===== config.mk =====
export PLATFORM = sky130hd
export DESIGN_NAME = add_sub_serial_unit
export DESIGN_NICKNAME = d
export VERILOG_FILES = /design/src/rtl/add_sub_pkg.sv /design/src/rtl/add_sub_digit.sv /design/src/rtl/add_sub_serial_unit.sv
export SDC_FILE = /design/constraint.sdc
export NUM_CORES = 1
export LEC_CHECK = 0
export CAP_MARGIN = 20
export CORE_MARGIN = 3
export CORE_UTILIZATION = 65
export DETAILED_ROUTE_END_ITERATION = 8
export DONT_BUFFER_PORTS = 1
export HOLD_SLACK_MARGIN = 0.08
export PLACE_DENSITY = 0.81
export SLEW_MARGIN = 20
export SYNTH_ARGS = -nofsm -noshare
export SYNTH_HDL_FRONTEND = slang
export SYNTH_SLANG_ARGS = --single-unit

===== constraint.sdc =====
create_clock -name i_clk -period 5.4 [get_ports i_clk]
set_input_delay 0.54 -clock i_clk [delete_from_list [all_inputs] [get_ports i_clk]]
set_output_delay 0.54 -clock i_clk [all_outputs]
set_load 0.05 [all_outputs]

===== src/rtl/add_sub_pkg.sv =====
// Shared types for the digit-serial adder/subtractor: FSM state encoding and mode constants.
package add_sub_pkg;

  typedef enum logic [1:0] {
    IDLE,
    CALC,
    DONE
  } state_e;

  localparam logic MODE_ADD = 1'b0;
  localparam logic MODE_SUB = 1'b1;

endpackage


===== src/rtl/add_sub_digit.sv =====
// One DIGIT-wide slice adder; also exposes the carry into its top bit so the
// caller can derive signed overflow on the most significant slice.
module add_sub_digit #(
  parameter int DIGIT = 4
) (
  input  logic [DIGIT-1:0] a,
  input  logic [DIGIT-1:0] b,
  input  logic             cin,
  output logic [DIGIT-1:0] sum,
  output logic             cout,
  output logic             cmsb
);

  logic [DIGIT:0] total;

  assign total = {1'b0, a} + {1'b0, b} + {{DIGIT{1'b0}}, cin};
  assign sum   = total[DIGIT-1:0];
  assign cout  = total[DIGIT];
  // A sum bit is a ^ b ^ carry-in, so the carry into the MSB falls out directly.
  assign cmsb  = a[DIGIT-1] ^ b[DIGIT-1] ^ total[DIGIT-1];

endmodule


===== src/rtl/add_sub_serial_unit.sv =====
// Digit-serial two's-complement adder/subtractor with valid/ready handshakes;
// processes DIGIT bits per cycle, LSB slice first, result registered on entry to DONE.
module add_sub_serial_unit
  import add_sub_pkg::*;
#(
  parameter int WIDTH = 8,
  parameter int DIGIT = 4
) (
  input  logic             i_clk,
  input  logic             i_rst_n,
  input  logic             i_valid,
  output logic             o_ready,
  input  logic [WIDTH-1:0] i_A,
  input  logic [WIDTH-1:0] i_B,
  input  logic             i_Mode,
  output logic             o_valid,
  input  logic             i_ready,
  output logic [WIDTH-1:0] o_Sum,
  output logic             o_Cout,
  output logic             o_Ovf,
  output logic             o_Zero
);

  localparam int N     = WIDTH / DIGIT;
  localparam int IDX_W = (N > 1) ? $clog2(N) : 1;
  localparam logic [IDX_W-1:0] LAST_IDX = IDX_W'(N - 1);

  state_e            state_q, state_d;
  logic [WIDTH-1:0]  a_q, a_d;
  logic [WIDTH-1:0]  b_q, b_d;
  logic [WIDTH-1:0]  res_q, res_d;
  logic [WIDTH-1:0]  sum_q, sum_d;
  logic [IDX_W-1:0]  idx_q, idx_d;
  logic              carry_q, carry_d;
  logic              cout_q, cout_d;
  logic              ovf_q, ovf_d;
  logic              zero_q, zero_d;

  logic [DIGIT-1:0]  slice_a;
  logic [DIGIT-1:0]  slice_b;
  logic [DIGIT-1:0]  slice_sum;
  logic              slice_cout;
  logic              slice_cmsb;

  assign slice_a = a_q[int'(idx_q)*DIGIT +: DIGIT];
  assign slice_b = b_q[int'(idx_q)*DIGIT +: DIGIT];

  add_sub_digit #(.DIGIT(DIGIT)) u_digit (
    .a    (slice_a),
    .b    (slice_b),
    .cin  (carry_q),
    .sum  (slice_sum),
    .cout (slice_cout),
    .cmsb (slice_cmsb)
  );

  always_comb begin
    state_d = state_q;
    a_d     = a_q;
    b_d     = b_q;
    res_d   = res_q;
    sum_d   = sum_q;
    idx_d   = idx_q;
    carry_d = carry_q;
    cout_d  = cout_q;
    ovf_d   = ovf_q;
    zero_d  = zero_q;
    unique case (state_q)
      IDLE: begin
        if (i_valid) begin
          // Subtraction is A + ~B + 1: invert B once here and seed the carry.
          a_d     = i_A;
          b_d     = (i_Mode == MODE_SUB) ? ~i_B : i_B;
          carry_d = (i_Mode == MODE_SUB);
          idx_d   = '0;
          state_d = CALC;
        end
      end
      CALC: begin
        res_d[int'(idx_q)*DIGIT +: DIGIT] = slice_sum;
        carry_d = slice_cout;
        if (idx_q == LAST_IDX) begin
          state_d = DONE;
          sum_d   = res_d;
          cout_d  = slice_cout;
          ovf_d   = slice_cmsb ^ slice_cout;
          zero_d  = (res_d == '0);
        end else begin
          idx_d = idx_q + IDX_W'(1);
        end
      end
      DONE: begin
        if (i_ready) begin
          state_d = IDLE;
        end
      end
      default: state_d = IDLE;
    endcase
  end

  always_ff @(posedge i_clk or negedge i_rst_n) begin
    if (!i_rst_n) begin
      state_q <= IDLE;
      a_q     <= '0;
      b_q     <= '0;
      res_q   <= '0;
      sum_q   <= '0;
      idx_q   <= '0;
      carry_q <= 1'b0;
      cout_q  <= 1'b0;
      ovf_q   <= 1'b0;
      zero_q  <= 1'b0;
    end else begin
      state_q <= state_d;
      a_q     <= a_d;
      b_q     <= b_d;
      res_q   <= res_d;
      sum_q   <= sum_d;
      idx_q   <= idx_d;
      carry_q <= carry_d;
      cout_q  <= cout_d;
      ovf_q   <= ovf_d;
      zero_q  <= zero_d;
    end
  end

  assign o_ready = (state_q == IDLE);
  assign o_valid = (state_q == DONE);
  assign o_Sum   = sum_q;
  assign o_Cout  = cout_q;
  assign o_Ovf   = ovf_q;
  assign o_Zero  = zero_q;

endmodule

Word level (Yosys, flattened, before mapping)
Index checks and enable logic that the tools add are counted.
- output and inout port bits: 13
- memory bits (writable): 0
- memories kept: 0
- flip-flop bits (word level): 39
- ROM bits: 0
- bits in latches: 0
- equality and inequality tests: 5
- div/mod/pow operators: 0
- bitwise gates (word level): 4
- shifts and indexed selects: 4
- add/subtract/negate cells: 4
- reduce and logical (&&, ||, !) cells: 7
- $lt $le $gt $ge: 0
- multipliers: 0
- muxes and demuxes: 11
- operators by type and width (cell ; number):
    3-bit negation with 33-bit output ; 1
    4-bit by 33-bit variable shift with 8-bit output (first input constant) ; 1
    4-bit by 33-bit indexed part select with 8-bit output ; 1
    8-bit by 4-bit indexed part select with 4-bit output ; 2
    8-bit bitwise mux ; 1
    8-bit zero test ; 1
    8-bit two-way mux ; 1
    8-bit inverter ; 1
    2-bit two-way mux ; 3
    2-bit one-hot mux with 3 select lines ; 1
    2-bit AND reduction ; 3
    4-bit by 4-bit adder with 5-bit output ; 1
    5-bit by 1-bit adder with 5-bit output ; 1
    2-bit != test (second input constant) ; 2
    1-bit one-hot mux with 2 select lines ; 2
    1-bit two-way mux ; 3
    3-bit AND reduction ; 1
    1-bit bitwise XOR ; 3
    2-bit by 1-bit == test with 1-bit output (second input constant) ; 1
    2-bit == test (second input constant) ; 1
    2-bit zero test ; 1
    2-bit by 1-bit != test with 1-bit output (second input constant) ; 1
    2-bit nonzero test ; 1
    1-bit adder (second input constant) ; 1

Longest topological paths before layout
Gate-level depths: netlist of run 1.
- word-level depth: 6
- depth in mapped cells: 9
- gate-level depth less buffers: 8

Hierarchy
A second synthesis of run 1 with hierarchy kept.
- cells, all modules: 138
- area, all modules: 1717.9 µm²
- by module, submodules not included (module ; cells an instance ; area each (µm²) ; instances):
    add_sub_serial_unit ; 121 ; 1576.5 ; 1
    add_sub_digit ; 17 ; 141.4 ; 1

Least setup slack after synthesis of run 1
OpenSTA, ideal clock, no wires.
- path kind: register to register
- from: register idx_q
- to: register zero_q, in the netlist o_Zero
- slack: 2820 ps
- clock period less this slack: 2580 ps
- buffers on the path: 1
- data arrival time: 2511 ps
- stages on the path, launching flop included: 9
- path through: dfrtp_1 > buf_2 > mux2i_1 > fa_1 > inv_1 > fa_1 > or4b_1 > nor3_1 > a32o_1
- longest elaborated chain between the ends: 6
- RTL lines (element ; line ; RTL):
    from (decl) ; add_sub_serial_unit.sv:33 ; logic [IDX_W-1:0] idx_q, idx_d;
    from (signal assigned) ; add_sub_serial_unit.sv:119 ; idx_q <= idx_d;
    8-bit by 4-bit indexed part select with 4-bit output (on tied branches) ; add_sub_serial_unit.sv:45, add_sub_serial_unit.sv:46 ;
    4-bit by 4-bit adder with 5-bit output ; add_sub_digit.sv:16 ; assign total = {1'b0, a} + {1'b0, b} + {{DIGIT{1'b0}}, cin};
    5-bit by 1-bit adder with 5-bit output ; add_sub_digit.sv:16 ;
    4-bit by 33-bit indexed part select with 8-bit output ; add_sub_serial_unit.sv:80 ; res_d[int'(idx_q)*DIGIT +: DIGIT] = slice_sum;
    8-bit bitwise mux ; add_sub_serial_unit.sv:80 ;
    8-bit zero test ; add_sub_serial_unit.sv:87 ; zero_d = (res_d == '0);
    to (signal assigned) ; add_sub_serial_unit.sv:123 ; zero_q <= zero_d;
    to (decl) ; add_sub_serial_unit.sv:37 ; logic zero_q, zero_d;
Several ways; a longest one is shown, not always the timed one.
A chain may end at the register's enable or synchronous reset.

Worst setup path after layout of run 1
Same ends and word-level chain as after synthesis.

==> run_summary.xml, run 1 <==
<?xml version="1.0" encoding="UTF-8"?>
<metrics>
  <group name="job">
    <metric name="total_of_max_cap_violations" unit="">0</metric>
  </group>
  <group name="synthesis">
    <metric name="synthDominantAreaCellType" unit="">dfrtp_1</metric>
    <metric name="synth.cell_area" unit="mm^2">0.00171</metric>
    <metric name="yosys.area_share.adder" unit="">0.0455</metric>
    <metric name="ys_ff_latch" unit="">35</metric>
    <metric name="postSynth.topFlopCell" unit="">dfrtp_1</metric>
    <metric name="netlist-cell-type-count" unit="">29</metric>
    <metric name="yosys.cell_count.top_type" unit="">dfrtp_1</metric>
    <metric name="ys.warnings.count" unit="">0</metric>
    <metric name="asyncSetResetFlopFracSynth" unit="">1.00</metric>
    <metric name="combinational_family_with_the_most_area_after_synthesis" unit="">multiplexers</metric>
    <metric name="seq_area_frac_synth" unit="">0.513</metric>
    <metric name="syn_nets" unit="">172</metric>
    <metric name="synth.cells.most_frequent" unit="">dfrtp_1, mux2_2, a21oi_1</metric>
    <metric name="yosys.area_share.simple" unit="">0.109</metric>
    <metric name="synth_compound_area_frac" unit="">0.0843</metric>
    <metric name="yosys-mux-area-fraction" unit="">0.138</metric>
    <metric name="synth-xor-area-share" unit="">0.0565</metric>
    <metric name="synth.area.top_cells" unit="">dfrtp_1, mux2_2, xnor2_1, a21oi_1, nor2_1</metric>
    <metric name="synth-edff-count" unit="">0</metric>
    <metric name="synth_top_area_frac" unit="">0.513</metric>
    <metric name="average_size_of_a_mapped_cell" unit="um^2">11.7</metric>
    <metric name="synthCells" unit="">146</metric>
  </group>
  <group name="clocking">
    <metric name="clk_root_buffer_cell" unit="">clkbuf_4</metric>
    <metric name="cts_resized" unit="">0</metric>
    <metric name="post_cts_hold_buffer_count" unit="">2</metric>
    <metric name="cts.path.max_buffers" unit="">2</metric>
    <metric name="cts.reportedPaths.clkPinSlew" unit="ns">0.10</metric>
    <metric name="clk-insertion-delay-late" unit="ns">0.33</metric>
    <metric name="tritoncts" unit="">yes</metric>
    <metric name="cts_setup_buffers" unit="">0</metric>
    <metric name="clkSinkCount" unit="">35</metric>
    <metric name="cts_buffers" unit="">5</metric>
    <metric name="cts.htree.levels" unit="">2</metric>
  </group>
  <group name="timing">
    <metric name="maxSlewHeadroom" unit="">0.411</metric>
    <metric name="hold_violations" unit="">0</metric>
    <metric name="timing.setup.tns" unit="ns">0</metric>
    <metric name="rsz0062_at_grt" unit="">false</metric>
    <metric name="timing_max_transition_violations_final" unit="">0</metric>
    <metric name="final.setup_skew" unit="ns">0.0105</metric>
    <metric name="timing.fmax" unit="MHz">352</metric>
    <metric name="post-route-period-util" unit="">0.527</metric>
    <metric name="tightestPinTransition" unit="ns">0.880</metric>
    <metric name="timing.final.setup_violations" unit="">0</metric>
    <metric name="fin_crit" unit="ns">2.84</metric>
  </group>
  <group name="global_route">
    <metric name="grt_max_degree" unit="">36</metric>
    <metric name="grt_antenna_before_repair" unit="">0</metric>
    <metric name="grt_use_total" unit="">0.197</metric>
    <metric name="grt_pass1_vias" unit="">1047</metric>
    <metric name="grt-ovfl-total" unit="">0</metric>
    <metric name="first_pass_grt_wire_length" unit="mm">4.86</metric>
  </group>
  <group name="setup_path">
    <metric name="crit_chain" unit="">mux2i_1 &gt; fa_1 &gt; inv_1 &gt; fa_1 &gt; or4b_1 &gt; nor3_1 &gt; a32o_1</metric>
    <metric name="buffering_stage_count_on_the_worst_path_with_inverters_included" unit="">1</metric>
    <metric name="worst-endpoint-required" unit="ns">5.68</metric>
    <metric name="critical_path_arrival" unit="ns">3.12</metric>
    <metric name="critPathTopFamily" unit="">adder cells</metric>
    <metric name="critPathMaxStageDelay" unit="ns">0.73</metric>
    <metric name="crit_fanout" unit="">15</metric>
    <metric name="crit_path_top_delay_cell" unit="">dfrtp_1</metric>
    <metric name="crit_start_category" unit="">flip-flop</metric>
    <metric name="crit_path_end_kind" unit="">flip-flop</metric>
    <metric name="criticalPathCategory" unit="">flip-flop to flip-flop</metric>
    <metric name="cpMostUsedCell" unit="">fa_1</metric>
  </group>
  <group name="die">
    <metric name="floorplan.rows" unit="">17</metric>
    <metric name="die_w" unit="um">57.2</metric>
    <metric name="initial_utilization" unit="">0.729</metric>
    <metric name="design.die.area" unit="mm^2">0.00328</metric>
    <metric name="die-height" unit="um">57.2</metric>
    <metric name="placeableCoreArea" unit="mm^2">0.00234</metric>
    <metric name="num_io_pins" unit="">34</metric>
  </group>
  <group name="route">
    <metric name="vias_per_cell" unit="">5.71</metric>
    <metric name="first_pass_iters" unit="">4</metric>
    <metric name="postRouteWirelength" unit="mm">2.76</metric>
    <metric name="drtAntennaViolNets" unit="">0</metric>
    <metric name="dr_total_vias" unit="">994</metric>
    <metric name="routed_wire_length_per_instance" unit="um">15.9</metric>
    <metric name="drt_iter0_markers" unit="">37</metric>
    <metric name="post-route-drc-count" unit="">0</metric>
  </group>
  <group name="place">
    <metric name="place_hpwl" unit="mm">2.05</metric>
    <metric name="finalWeightedCongestion" unit="">0.736</metric>
    <metric name="place.port_buffers" unit="">0</metric>
  </group>
  <group name="final_layout">
    <metric name="layout-area-overhead-vs-synth" unit="%">2.86</metric>
    <metric name="seq_area" unit="um^2">876</metric>
    <metric name="post_route_cells_drive_above_1_share" unit="">0.205</metric>
    <metric name="antennaDiodeCount" unit="">0</metric>
    <metric name="multi_input_comb_area" unit="um^2">739</metric>
    <metric name="nNetsFinal" unit="">172</metric>
    <metric name="num-fill-cells" unit="">163</metric>
  </group>
  <group name="worst_hold_path">
    <metric name="holdCritPathClass" unit="">input port to flip-flop</metric>
  </group>
  <group name="run_status">
    <metric name="run_status" unit="">completed</metric>
  </group>
</metrics>
[sequential cells by signal, summed over array words and instances, names as in the netlist]
register and flops:
idx_q 1, o_Cout 1, o_Zero 1, b_q 8, state_q 2, o_Sum 8, carry_q 1, res_q 4
o_Ovf 1, a_q 8
[layout make-up]
type                       instances  share of cell area
clock buffer                       6              0.0292
clock inverter                     1             0.00285
inverter                           5              0.0107
multi-input combinational         97               0.421
sequential                        35               0.499
tap                               28              0.0200
timing repair buffer               2              0.0171
[per-stage QoR]
stage          hold WS [ns]   util  worst slack (ns)  cells  area [um^2]
2_1_floorplan         0.244      -              2.82    146         1710
3_3_place_gp          0.245  0.713              2.70    165         1670
3_5_place_dp          0.245  0.713              2.56    165         1670
4_1_cts               0.301  0.750              2.56    174         1760
5_1_grt               0.309  0.750              2.41    174         1760
6_report              0.321  0.750              2.56    174         1760
[logic make-up (layout without fill, tap and decap cells)]
kind of cell	after synthesis	count (layout)
AOI/OAI and AO/OA	26	26
xor gates and xnor gates	11	11
adders and majority gates	5	5
buffers and inverters	14	14
DFF	35	35
muxes	21	21
and+or+nand+nor	34	34
[path summary, 6_finish.rpt]
check,from,endpoint,slack (ns),cells past startpoint
min,i_ready,state_q[1]$_DFFE_PN0P_,0.32,1
max,idx_q$_DFFE_PN0P_,o_Zero$_DFFE_PN0P_,2.56,7
max in group asynchronous,i_rst_n,b_q[5]$_DFFE_PN0P_,4.57,2
min in group asynchronous,i_rst_n,a_q[5]$_DFFE_PN0P_,0.65,2
min reg2reg,a_q[3]$_DFFE_PN0P_,a_q[3]$_DFFE_PN0P_,0.51,1
max reg2reg,idx_q$_DFFE_PN0P_,o_Zero$_DFFE_PN0P_,2.56,7
[cells in the final DEF, fill, tap and decap left out]
cell,netlist,layout
nor2b_4,2,2
o32ai_1,1,1
a32o_1,1,1
mux2_2,16,16
a21o_1,2,2
nand3_1,1,1
dlygate4sd3_1,0,1
clkbuf_8,0,1
clkinv_2,0,1
xor2_1,1,1
a21oi_1,14,14
fa_1,2,2
nor3_1,1,1
nand2_2,1,1
o21ai_1,4,4
o21ai_0,4,4
nand2b_4,1,1
dfrtp_1,35,35
xnor2_1,10,10
mux2_4,1,1
ha_1,3,3
mux2i_1,4,4
buf_12,0,1
nand2b_1,3,3
nor2_1,13,13
inv_1,5,5
or4b_1,1,1
nor2_4,1,1
clkbuf_4,0,5
nand2_1,9,9
and3_1,1,1
[per-layer routing]
| layer | up-vias | track usage | wire length, um |
|---|---|---|---|
| li1 | 490 | - | - |
| met1 | 469 | 0.237 | 1180 |
| met2 | 28 | 0.318 | 1350 |
| met3 | 7 | 0.0814 | 187 |
| met4 | 0 | 0.0695 | 48 |
| met5 | - | 0 | 0 |
Power of run 1 is left out: the tool's default activity adds up to more than one toggle a clock period on the data nets, which glitch-free logic cannot reach.
==> inputs of run 2 (changes only) <==
--- a/config.mk
+++ b/config.mk
@@ -5,13 +5,14 @@
 export SDC_FILE = /design/constraint.sdc
 export NUM_CORES = 1
 export LEC_CHECK = 0
+export ABC_AREA = 1
 export CAP_MARGIN = 20
 export CORE_MARGIN = 3
-export CORE_UTILIZATION = 65
+export CORE_UTILIZATION = 56
 export DETAILED_ROUTE_END_ITERATION = 8
 export DONT_BUFFER_PORTS = 1
 export HOLD_SLACK_MARGIN = 0.08
-export PLACE_DENSITY = 0.81
+export PLACE_DENSITY = 0.74
 export SLEW_MARGIN = 20
 export SYNTH_ARGS = -nofsm -noshare
 export SYNTH_HDL_FRONTEND = slang
==> constraint.sdc (replaced) <==
create_clock -name i_clk -period 2.3 [get_ports i_clk]
set_input_delay 0.23 -clock i_clk [delete_from_list [all_inputs] [get_ports i_clk]]
set_output_delay 0.23 -clock i_clk [all_outputs]
set_load 0.05 [all_outputs]
==> run 2 against run 1 <==
  * Non-clock buffer count up 21
  * Maximum frequency is 34% higher
  * Register-to-register slack worse by 2.4 ns
  * Via count grew 46%
  * First-iteration DRC count increased by 110%
  * Setup slack lost 2.4 ns
  * Synthesized cell count up 47%
  * Final area is 22% higher
  * Die area increased by 23%
  * Flip-flop and latch count increased by 3
  * Clock-buffer cell count grew 1
  * Critical endpoint unchanged
  * Largest cell class unchanged
==> run_summary.xml, run 2 <==
<?xml version="1.0" encoding="UTF-8"?>
<metrics>
  <group name="global_route">
    <metric name="grt_pass1_vias" unit="">1485</metric>
    <metric name="first_pass_grt_wire_length" unit="mm">6.39</metric>
    <metric name="grt_antenna_before_repair" unit="">0</metric>
    <metric name="grt_use_total" unit="">0.207</metric>
    <metric name="grt_max_degree" unit="">39</metric>
    <metric name="grt-ovfl-total" unit="">0</metric>
  </group>
  <group name="final_layout">
    <metric name="nNetsFinal" unit="">265</metric>
    <metric name="post-route-util" unit="">0.688</metric>
    <metric name="post_route_cells_drive_above_1_share" unit="">0.109</metric>
    <metric name="antennaDiodeCount" unit="">0</metric>
    <metric name="layout_commonest_cell" unit="">nand2_1</metric>
    <metric name="layout_common_cells" unit="">nand2_1, dfrtp_1, dlygate4sd3_1</metric>
    <metric name="layout-area-overhead-vs-synth" unit="%">15.1</metric>
  </group>
  <group name="synthesis">
    <metric name="ys.warnings.count" unit="">0</metric>
    <metric name="synthDominantAreaCellType" unit="">dfrtp_1</metric>
    <metric name="synth_compound_area_frac" unit="">0.0790</metric>
    <metric name="ys_ff_latch" unit="">38</metric>
    <metric name="asyncSetResetFlopFracSynth" unit="">1.00</metric>
    <metric name="synth-edff-count" unit="">0</metric>
    <metric name="synth.cells.most_frequent" unit="">nand2_1, dfrtp_1, inv_1</metric>
    <metric name="combinational_family_with_the_most_area_after_synthesis" unit="">simple AND/OR/NAND/NOR gates</metric>
    <metric name="synth_top_area_frac" unit="">0.513</metric>
    <metric name="seq_area_frac_synth" unit="">0.513</metric>
    <metric name="postSynth.topFlopCell" unit="">dfrtp_1</metric>
    <metric name="synth-xor-area-share" unit="">0.0378</metric>
    <metric name="yosys-mux-area-fraction" unit="">0.0108</metric>
    <metric name="yosys.area_share.simple" unit="">0.251</metric>
    <metric name="yosys.area_share.adder" unit="">0.0419</metric>
    <metric name="syn_nets" unit="">241</metric>
    <metric name="yosys.cell_count.top_type" unit="">nand2_1</metric>
    <metric name="netlist-cell-type-count" unit="">25</metric>
    <metric name="average_size_of_a_mapped_cell" unit="um^2">8.62</metric>
    <metric name="synth.cell_area" unit="mm^2">0.00185</metric>
    <metric name="synthCells" unit="">215</metric>
    <metric name="synth.area.top_cells" unit="">dfrtp_1, nand2_1, xnor2_1, inv_1, o21ai_0</metric>
  </group>
  <group name="route">
    <metric name="drtAntennaViolNets" unit="">0</metric>
    <metric name="dr_total_vias" unit="">1451</metric>
    <metric name="vias_per_cell" unit="">5.13</metric>
    <metric name="drt_iter0_markers" unit="">77</metric>
    <metric name="first_pass_iters" unit="">4</metric>
    <metric name="post-route-drc-count" unit="">0</metric>
    <metric name="routed_wire_length_per_instance" unit="um">13.0</metric>
    <metric name="postRouteWirelength" unit="mm">3.69</metric>
  </group>
  <group name="clocking">
    <metric name="clk_root_buffer_cell" unit="">clkbuf_4</metric>
    <metric name="clkSinkCount" unit="">38</metric>
    <metric name="clk-insertion-delay-late" unit="ns">0.35</metric>
    <metric name="cts.htree.levels" unit="">2</metric>
    <metric name="tritoncts" unit="">yes</metric>
    <metric name="cts_buffers" unit="">5</metric>
    <metric name="cts.path.max_buffers" unit="">2</metric>
    <metric name="cts.reportedPaths.clkPinSlew" unit="ns">0.10</metric>
  </group>
  <group name="place">
    <metric name="place_hpwl" unit="mm">2.53</metric>
    <metric name="place.port_buffers" unit="">0</metric>
    <metric name="finalWeightedCongestion" unit="">0.848</metric>
  </group>
  <group name="worst_hold_path">
    <metric name="holdCritPathClass" unit="">input port to flip-flop</metric>
  </group>
  <group name="run_status">
    <metric name="run_status" unit="">completed</metric>
  </group>
  <group name="die">
    <metric name="die_w" unit="um">63.5</metric>
    <metric name="floorplan.rows" unit="">20</metric>
    <metric name="initial_utilization" unit="">0.597</metric>
    <metric name="design.die.area" unit="mm^2">0.00404</metric>
    <metric name="placeableCoreArea" unit="mm^2">0.00310</metric>
    <metric name="die-height" unit="um">63.5</metric>
    <metric name="num_io_pins" unit="">34</metric>
  </group>
  <group name="power_and_ir_drop">
    <metric name="p_leak" unit="nW">1.11</metric>
    <metric name="power.total" unit="mW">3.47</metric>
    <metric name="irDropWorstVdd" unit="mV">0.673</metric>
    <metric name="powerDensity" unit="mW/mm^2">1620</metric>
  </group>
  <group name="setup_path">
    <metric name="critPathMaxStageDelay" unit="ns">0.49</metric>
    <metric name="cpMostUsedCell" unit="">nand2_1</metric>
    <metric name="crit_fanout" unit="">5</metric>
    <metric name="criticalPathCategory" unit="">flip-flop to flip-flop</metric>
    <metric name="crit_chain" unit="">mux2i_1 &gt; fa_1 &gt; inv_1 &gt; fa_2 &gt; nor2_1 &gt; nand2_1 &gt; nand2_1 &gt; nand2_1 &gt; nor2_1 &gt; nand2_1 &gt; nand2_1</metric>
    <metric name="crit_path_end_kind" unit="">flip-flop</metric>
    <metric name="worst-endpoint-required" unit="ns">2.60</metric>
    <metric name="critical_path_arrival" unit="ns">2.42</metric>
    <metric name="crit_path_top_delay_cell" unit="">fa_2</metric>
    <metric name="crit_start_category" unit="">flip-flop</metric>
  </group>
  <group name="timing">
    <metric name="timing_max_transition_violations_final" unit="">0</metric>
    <metric name="fin_crit" unit="ns">2.12</metric>
    <metric name="final.setup_skew" unit="ns">0.00652</metric>
    <metric name="tightestPinTransition" unit="ns">0.490</metric>
    <metric name="post-route-period-util" unit="">0.921</metric>
    <metric name="hold_violations" unit="">0</metric>
    <metric name="maxSlewHeadroom" unit="">0.673</metric>
    <metric name="timing.setup.tns" unit="ns">0</metric>
    <metric name="rsz0062_at_grt" unit="">false</metric>
    <metric name="timing.fmax" unit="MHz">472</metric>
    <metric name="timing.final.setup_violations" unit="">0</metric>
  </group>
  <group name="job">
    <metric name="total_of_max_cap_violations" unit="">0</metric>
  </group>
</metrics>
==> run 2: path summary, 6_finish.rpt <==
check,startpoint,to,slack [ns],cells past startpoint
worst max register to register,idx_q$_DFFE_PN0P_,o_Zero$_DFFE_PN0P_,0.18,11
worst max-delay path,idx_q$_DFFE_PN0P_,o_Zero$_DFFE_PN0P_,0.18,11
worst min register to register,a_q[5]$_DFFE_PN0P_,a_q[5]$_DFFE_PN0P_,0.50,2
worst min-delay path,i_B[5],b_q[5]$_DFFE_PN0P_,0.08,2
min in group asynchronous,i_rst_n,o_Zero$_DFFE_PN0P_,0.32,2
max in group asynchronous,i_rst_n,idx_q$_DFFE_PN0P_,1.78,2
==> run 2: cell families (layout without fill, tap and decap cells) <==
logic type / Yosys count / in the layout
xor gates and xnor gates: 8 / 8
adders and majority gates: 5 / 5
AOI/OAI and AO/OA: 26 / 26
buffers and inverters: 24 / 48
and+or+nand+nor: 112 / 112
muxes: 2 / 2
DFF: 38 / 38
==> run 2: what timing repair did <==
item	in CTS	in global routing
endpoints found under the setup margin	0	1
hold buffers	19	0
endpoints found under the hold margin	55	0
buffers inserted	0	1
gates resized for setup	0	2
==> run 2: metrics by stage <==
step	cell area (um^2)	worst slack, ns	hold slack [ns]	cells
after floorplan	1850	0.200	-0.0656	215
after global placement	1880	0.208	-0.0647	256
after detailed placement	1880	0.126	-0.0647	256
after CTS	2120	0.111	0.0800	282
after global routing	2130	0.0198	0.112	283
final	2130	0.181	0.0806	283
==> run 2: per-layer routing <==
layer,up-vias,GRT usage,part of all wire
met5,-,0,0
met4,0,0.132,0.026
met3,13,0.0606,0.059
met2,36,0.362,0.52
met1,689,0.214,0.40
li1,713,-,-
==> run 2: power by group <==
| part | leakage, nW | internal, mW | total (mW) | switching (mW) |
|---|---|---|---|---|
| sequential | 0.465 | 0.985 | 1.51 | 0.524 |
| clock | 0.0254 | 0.115 | 0.314 | 0.199 |
| combinational | 0.620 | 0.581 | 1.64 | 1.06 |
==> run 2: worst max-delay path: cells and delay by family (launching register included) <==
kind          cells  cell delay [ns]
flops             1             0.45
fa+ha+maj         2             0.88
buf+inv           1             0.11
mux               1             0.15
simple gates      7             0.48
==> run 2: layout make-up <==
class	count	area, um^2
tap	44	55.1
sequential	38	952
multi-input combinational	153	781
clock buffer	7	45.0
timing repair buffer	23	230
fill	276	970
inverter	18	70.1
Note: power is estimated with default switching activity, not from simulation.
